===== src/rtl/plot_fb_pkg.sv =====
// Purpose : shared types and helpers for the framebuffer write stage (160x120, 3-bit colour).
// Contents: pixel_t request record, pix_addr linear address, on_screen range check.
// Optional: on_screen is only used when PLOT_FB_CLIP_EN is defined.
package plot_fb_pkg;

   localparam int SCREEN_W  = 160;
   localparam int SCREEN_H  = 120;
   localparam int FB_ADDR_W = 15;

   typedef struct packed {
      logic [7:0] x;
      logic [6:0] y;
      logic [2:0] colour;
   } pixel_t;

   // y*160 + x as two shifts and adds; 15 bits hold 119*160+159 = 19199.
   function automatic logic [FB_ADDR_W-1:0] pix_addr(input pixel_t p);
      logic [FB_ADDR_W-1:0] y_w;
      logic [FB_ADDR_W-1:0] x_w;
      y_w = FB_ADDR_W'(p.y);
      x_w = FB_ADDR_W'(p.x);
      return (y_w << 7) + (y_w << 5) + x_w;
   endfunction

   function automatic logic on_screen(input logic [7:0] x, input logic [6:0] y);
      return (int'(x) < SCREEN_W) && (int'(y) < SCREEN_H);
   endfunction

endpackage


===== src/rtl/plot_fifo.sv =====
// Purpose : generic synchronous FIFO, DEPTH entries (power of two), element type T.
// Latency : pushed entry visible at head_o the cycle after the push; head_o is a combinational read.
// Backpr. : push ignored when full, pop ignored when empty; clr_i empties it at the next edge.
// Ports   : clk, rst (async high), clr_i, push_i/push_dat_i, pop_i, head_o, full_o, empty_o, count_o.
module plot_fifo #(
   parameter int  DEPTH = 8,
   parameter type T     = plot_fb_pkg::pixel_t,
   localparam int AW    = $clog2(DEPTH),
   localparam int CW    = $clog2(DEPTH) + 1
) (
   input  logic          clk,
   input  logic          rst,
   input  logic          clr_i,
   input  logic          push_i,
   input  T              push_dat_i,
   input  logic          pop_i,
   output T              head_o,
   output logic          full_o,
   output logic          empty_o,
   output logic [CW-1:0] count_o
);

   T              mem_q [DEPTH];
   logic [AW-1:0] wr_ptr_q, wr_ptr_d;
   logic [AW-1:0] rd_ptr_q, rd_ptr_d;
   logic [CW-1:0] count_q, count_d;
   logic          do_push, do_pop;

   assign full_o  = (count_q == CW'(DEPTH));
   assign empty_o = (count_q == '0);
   assign count_o = count_q;
   assign head_o  = mem_q[rd_ptr_q];

   assign do_push = push_i && !full_o;
   assign do_pop  = pop_i && !empty_o;

   always_comb begin
      wr_ptr_d = wr_ptr_q;
      rd_ptr_d = rd_ptr_q;
      count_d  = count_q;
      if (clr_i) begin
         wr_ptr_d = '0;
         rd_ptr_d = '0;
         count_d  = '0;
      end else begin
         // Pointers wrap naturally because DEPTH is a power of two.
         if (do_push) wr_ptr_d = wr_ptr_q + 1'b1;
         if (do_pop)  rd_ptr_d = rd_ptr_q + 1'b1;
         if (do_push && !do_pop)      count_d = count_q + 1'b1;
         else if (!do_push && do_pop) count_d = count_q - 1'b1;
      end
   end

   always_ff @(posedge clk or posedge rst) begin
      if (rst) begin
         wr_ptr_q <= '0;
         rd_ptr_q <= '0;
         count_q  <= '0;
      end else begin
         wr_ptr_q <= wr_ptr_d;
         rd_ptr_q <= rd_ptr_d;
         count_q  <= count_d;
      end
   end

   // Storage needs no reset: only entries below count_q are ever read.
   always_ff @(posedge clk) begin
      if (do_push && !clr_i) mem_q[wr_ptr_q] <= push_dat_i;
   end

endmodule


===== src/rtl/plot_fb_writer.sv =====
// Purpose : clips drawer pixels, buffers them in plot_fifo and issues linear framebuffer writes.
// Latency : in_plot in cycle 0 (idle) -> fb_we in cycle 2; one write per cycle while fb_busy=0.
// Backpr. : fb_busy stalls the held write; a full FIFO drops new requests (drop_count), in_ready advisory.
// Ports   : clk, rst (async high), flush, in_x/in_y/in_colour/in_plot, in_ready,
//           fb_addr/fb_wdata/fb_we, fb_busy, drop_count, clip_count.
// Macro   : PLOT_FB_CLIP_EN enables off-screen rejection and clip_count; otherwise clip_count=0.
module plot_fb_writer
   import plot_fb_pkg::*;
#(
   parameter int DEPTH = 8
) (
   input  logic                 clk,
   input  logic                 rst,
   input  logic                 flush,
   input  logic [7:0]           in_x,
   input  logic [6:0]           in_y,
   input  logic [2:0]           in_colour,
   input  logic                 in_plot,
   output logic                 in_ready,
   output logic [FB_ADDR_W-1:0] fb_addr,
   output logic [2:0]           fb_wdata,
   output logic                 fb_we,
   input  logic                 fb_busy,
   output logic [7:0]           drop_count,
   output logic [7:0]           clip_count
);

   localparam int CW = $clog2(DEPTH) + 1;

   pixel_t               in_pix, head_pix;
   logic                 fifo_full, fifo_empty;
   logic [CW-1:0]        fifo_count;
   logic                 clip_hit, req_ok, push, pop, drop_evt;

   logic                 out_vld_q,  out_vld_d;
   logic [FB_ADDR_W-1:0] out_addr_q, out_addr_d;
   logic [2:0]           out_dat_q,  out_dat_d;
   logic [7:0]           drop_q,     drop_d;

   assign in_pix = '{x: in_x, y: in_y, colour: in_colour};

`ifdef PLOT_FB_CLIP_EN
   logic [7:0] clip_q, clip_d;
   assign clip_hit = !on_screen(in_x, in_y);
`else
   assign clip_hit = 1'b0;
`endif

   // A request made during flush is discarded silently, so it feeds no counter.
   assign req_ok   = in_plot && !flush && !clip_hit;
   // Fullness is judged on the registered count: a same-cycle pop does not make room.
   assign push     = req_ok && !fifo_full;
   assign drop_evt = req_ok && fifo_full;
   // Refill the output register when it is idle or its write completes this cycle.
   assign pop      = !flush && !fifo_empty && (!out_vld_q || !fb_busy);

   plot_fifo #(
      .DEPTH (DEPTH),
      .T     (pixel_t)
   ) u_fifo (
      .clk        (clk),
      .rst        (rst),
      .clr_i      (flush),
      .push_i     (push),
      .push_dat_i (in_pix),
      .pop_i      (pop),
      .head_o     (head_pix),
      .full_o     (fifo_full),
      .empty_o    (fifo_empty),
      .count_o    (fifo_count)
   );

   always_comb begin
      out_vld_d  = out_vld_q;
      out_addr_d = out_addr_q;
      out_dat_d  = out_dat_q;
      if (flush) begin
         out_vld_d = 1'b0;
      end else if (pop) begin
         out_vld_d  = 1'b1;
         out_addr_d = pix_addr(head_pix);
         out_dat_d  = head_pix.colour;
      end else if (out_vld_q && !fb_busy) begin
         out_vld_d = 1'b0;
      end
   end

   assign drop_d = (drop_evt && (drop_q != 8'hFF)) ? drop_q + 8'd1 : drop_q;

   always_ff @(posedge clk or posedge rst) begin
      if (rst) begin
         out_vld_q  <= 1'b0;
         out_addr_q <= '0;
         out_dat_q  <= '0;
         drop_q     <= '0;
      end else begin
         out_vld_q  <= out_vld_d;
         out_addr_q <= out_addr_d;
         out_dat_q  <= out_dat_d;
         drop_q     <= drop_d;
      end
   end

`ifdef PLOT_FB_CLIP_EN
   assign clip_d = (in_plot && !flush && clip_hit && (clip_q != 8'hFF)) ? clip_q + 8'd1 : clip_q;

   always_ff @(posedge clk or posedge rst) begin
      if (rst) clip_q <= '0;
      else     clip_q <= clip_d;
   end

   assign clip_count = clip_q;
`else
   assign clip_count = 8'd0;
`endif

   assign in_ready   = (fifo_count != CW'(DEPTH));
   assign fb_we      = out_vld_q;
   assign fb_addr    = out_addr_q;
   assign fb_wdata   = out_dat_q;
   assign drop_count = drop_q;

endmodule


===== config.mk =====
export PLATFORM = sky130hd
export DESIGN_NAME = plot_fb_writer
export DESIGN_NICKNAME = d
export VERILOG_FILES = /design/src/rtl/plot_fb_pkg.sv /design/src/rtl/plot_fifo.sv /design/src/rtl/plot_fb_writer.sv
export SDC_FILE = /design/constraint.sdc
export NUM_CORES = 1
export LEC_CHECK = 0
export BUFFER_PORTS_ARGS = -buffer_cell sky130_fd_sc_hd__buf_2
export CORE_MARGIN = 3
export CORE_UTILIZATION = 25
export DETAILED_ROUTE_END_ITERATION = 10
export PLACE_DENSITY_LB_ADDON = 0.25
export REMOVE_ABC_BUFFERS = 1
export SKIP_LAST_GASP = 1
export SLEW_MARGIN = 20
export SYNTH_ARGS = -nofsm -noshare
export SYNTH_HDL_FRONTEND = slang
export SYNTH_SLANG_ARGS = --single-unit

===== constraint.sdc =====
create_clock -name clk -period 10 [get_ports clk]
set_clock_uncertainty 0.1 [all_clocks]
set_input_delay 0.5 -clock clk [delete_from_list [all_inputs] [get_ports clk]]
set_output_delay 0.5 -clock clk [all_outputs]
set_load 0.01 [all_outputs]

==> key figures <==
Status
  – Status: completed

GRT
  – Global-route wire length before repair: 24.2 mm
  – Grt ovf: 0
  – Initial antenna violation count: 2
  – Total GRT Usage: 0.0985
  – Vias in the first global route: 4050
  – Largest net degree at the start of global routing: 39

Detailed routing
  – DR pass1 iterations: 4
  – Avg Vias per Cell: 4.24
  – Via count: 3827
  – Wirelength per Cell: 17.2 µm
  – # DRC: 0
  – Final ANT Viol Nets: 0
  – Top Metal Used: met5
  – Detailed route wirelength on metal3: 716 µm
  – DRT iter0 DRCs: 236
  – M1 WL: 7.08 mm
  – Routed WL: 15.6 mm
  – Met2 Wirelength: 7.65 mm

Synthesis
  – Synth Flop Type: edfxtp_1
  – Post-Syn Area per Cell: 17.3 µm²
  – Most area-consuming cells after synthesis: edfxtp_1, dfrtp_1, mux4_2, ha_1, nand2_1
  – Area leader, netlist: edfxtp_1
  – Cell count after synthesis: 437
  – Synth cell types: 47
  – Synthesis Warnings: 0
  – Cell with the most instances after synthesis: edfxtp_1
  – Register bit total from synthesis: 181
  – Post-synth top area share: 0.573
  – Synth top cells by count: edfxtp_1, nand2_1, dfrtp_1, mux4_2, ha_1
  – Mapped cell area: 0.00755 mm²
  – Ys async rst share: 0.204
  – Sequential-to-total area share from yosys stat: 0.695
  – Post-synth EDFFs: 144

Power and ir drop
  – Total Power: 0.00234 W
  – PD cells: 264 mW/mm²
  – Leakage: 3.12 nW
  – VDD IR max: 0.120 mV

STA
  – Rel. slew slack: 0.369
  – Measured slew at the worst slew-check pin: 946 ps
  – Hold Fails Final Rpt: 0
  – Final Critical Period: 4170 ps
  – Final setup TNS: 0 ps
  – Max-slew violations: 0
  – Final setup violation count: 0
  – Max Freq: 240 MHz
  – Period utilization: 0.417
  – RSZ-0062 raised after global routing: no

Setup path
  – Worst r2r src: u_fifo.rd_ptr_q[0]$_DFFE_PP0P_
  – Crit path kind: reg -> reg
  – Reg2Reg Depth: 11
  – Critical Path Start Type: flip-flop
  – Crit path arrival time: 4350 ps
  – CP Capture Type: flip-flop
  – CP max FO: 24
  – Reg-to-reg setup timing slack: 5830 ps
  – Reg2reg end: fb_addr[12]$_DFFE_PP0P_
  – CP Data Required Time: 10180 ps

Clocking
  – Clock Tree Buf Depth: 2
  – Clk slew on worst S/H paths: 60 ps
  – Post-CTS sizing: 0
  – Clock Sinks: 181
  – Post-CTS Setup Bufs: 0
  – Hold_buf cts: 0
  – CTS Buf Count: 17
  – Clk_lat worst skew: 420 ps
  – CTS tree: done
  – H-tree Lvls: 4
  – Clock Tree Root: clkbuf_16

Finish
  – Layout cells sized above 1: 0.294
  – Register area: 0.00525 mm²
  – N_diodes: 0
  – Area delta synth->final: 17.2%
  – Nets: 545
  – Area taken by multi-input logic gates: 0.00216 mm²
  – Fillers: 2903

Placed design
  – Gpl congestion: 0.732
  – HPWL Detailed: 9.33 mm
  – Port bufs: 50

Worst hold path
  – Worst Hold Class: in -> async

Floorplanning
  – Die span in x: 180 µm
  – Die Y: 180 µm
  – Row cnt: 63
  – Total Die Area: 0.0323 mm²
  – Core ar.: 0.0297 mm²
  – Initial Util: 0.254
  – IO Count: 59

Flow run
  – MaxCap Viol Count: 0
how the worst max path moves through the flow:
stage / slack, ps / end / startpoint / cells after the start
final: 5830 / fb_addr[12]$_DFFE_PP0P_ / u_fifo.rd_ptr_q[0]$_DFFE_PP0P_ / 11
after global placement: 5760 / fb_addr[12]$_DFFE_PP0P_ / u_fifo.rd_ptr_q[0]$_DFFE_PP0P_ / 11
after global routing: 5450 / fb_addr[12]$_DFFE_PP0P_ / u_fifo.rd_ptr_q[0]$_DFFE_PP0P_ / 12
after detailed placement: 5720 / fb_addr[12]$_DFFE_PP0P_ / u_fifo.rd_ptr_q[0]$_DFFE_PP0P_ / 11
after CTS: 5720 / fb_addr[12]$_DFFE_PP0P_ / u_fifo.rd_ptr_q[0]$_DFFE_PP0P_ / 11
after floorplan: 5580 / fb_addr[12]$_DFFE_PP0P_ / u_fifo.rd_ptr_q[0]$_DFFE_PP0P_ / 10
per-layer routing:
| layer | vias to the layer above | track usage |
|---|---|---|
| li1 | 1799 | - |
| met1 | 1943 | 0.125 |
| met2 | 69 | 0.164 |
| met3 | 12 | 0.0338 |
| met4 | 4 | 0.0213 |
| met5 | - | 0 |
through the flow:
stage	std cells	cell area (µm²)	hold WS (ps)	worst slack [ps]	utilization
5_1_grt	903	8850	229	5450	0.298
6_report	903	8850	199	5830	0.298
3_3_place_gp	872	8290	368	5760	0.279
3_5_place_dp	872	8290	366	5720	0.279
2_1_floorplan	419	7430	414	5580	-
4_1_cts	903	8850	223	5720	0.298
cells by family (layout without fill, tap and decap cells):
logic type | Yosys count | count (layout) | share of synthesized area
fa+ha+maj | 21 | 21 | 0.0378
compound gates | 44 | 44 | 0.0353
other cells | 1 | 8 | 0.000497
xor+xnor | 15 | 15 | 0.0174
buf+inv | 36 | 105 | 0.0257
simple gates | 83 | 83 | 0.0525
mux | 56 | 56 | 0.136
flops | 181 | 181 | 0.695
report_power, final:
group / total, W / leakage, nW / internal, W / switching (W)
Sequential: 0.000945 / 1.78 / 0.000889 / 0.0000558
Combinational: 0.000752 / 1.09 / 0.000348 / 0.000404
Clock: 0.000642 / 0.253 / 0.000365 / 0.000277
flip-flops by register name (all words and copies together) (netlist names):
register         cells
u_fifo.mem_q       144
fb_we                1
fb_wdata             3
u_fifo.rd_ptr_q      3
u_fifo.count_o       4
u_fifo.wr_ptr_q      3
fb_addr             15
drop_count           8
placed cells by master, fill, tap and decap left out, types with 3 or more instances in the layout:
cell type	synthesis	final
mux2i_1	12	12
o21ai_1	12	12
clkinvlp_4	0	6
nor2_1	12	11
nand3_1	3	3
dfrtp_1	37	36
buf_2	8	50
xnor2_1	6	6
inv_1	9	8
ha_1	18	18
clkbuf_16	0	17
a21oi_1	5	5
nand2_1	44	44
inv_2	2	3
a21o_1	4	4
xor2_1	9	9
fa_1	3	3
o21ai_0	11	11
edfxtp_1	144	144
nor3_2	1	5
a211oi_1	4	4
buf_4	11	13
clkinv_1	0	3
conb_1	1	8
mux2_2	6	6
mux4_2	36	36
cell type report:
type,count,area share
Sequential cell,181,0.593
Multi-Input combinational cell,227,0.244
Tap cell,390,0.0551
Clock buffer,18,0.0485
Timing Repair Buffer,63,0.0393
Clock inverter,13,0.0151
Inverter,11,0.00466
worst max-delay path, stage by stage (launching register included):
cell	delay, ps
dfrtp_2	680
buf_4	520
mux4_2	560
mux2_2	300
ha_1	280
ha_1	240
fa_1	440
a211oi_1	320
o21bai_1	120
a21oi_1	230
xnor2_1	140
o21ai_1	70
Note: power is estimated with default switching activity, not from simulation.
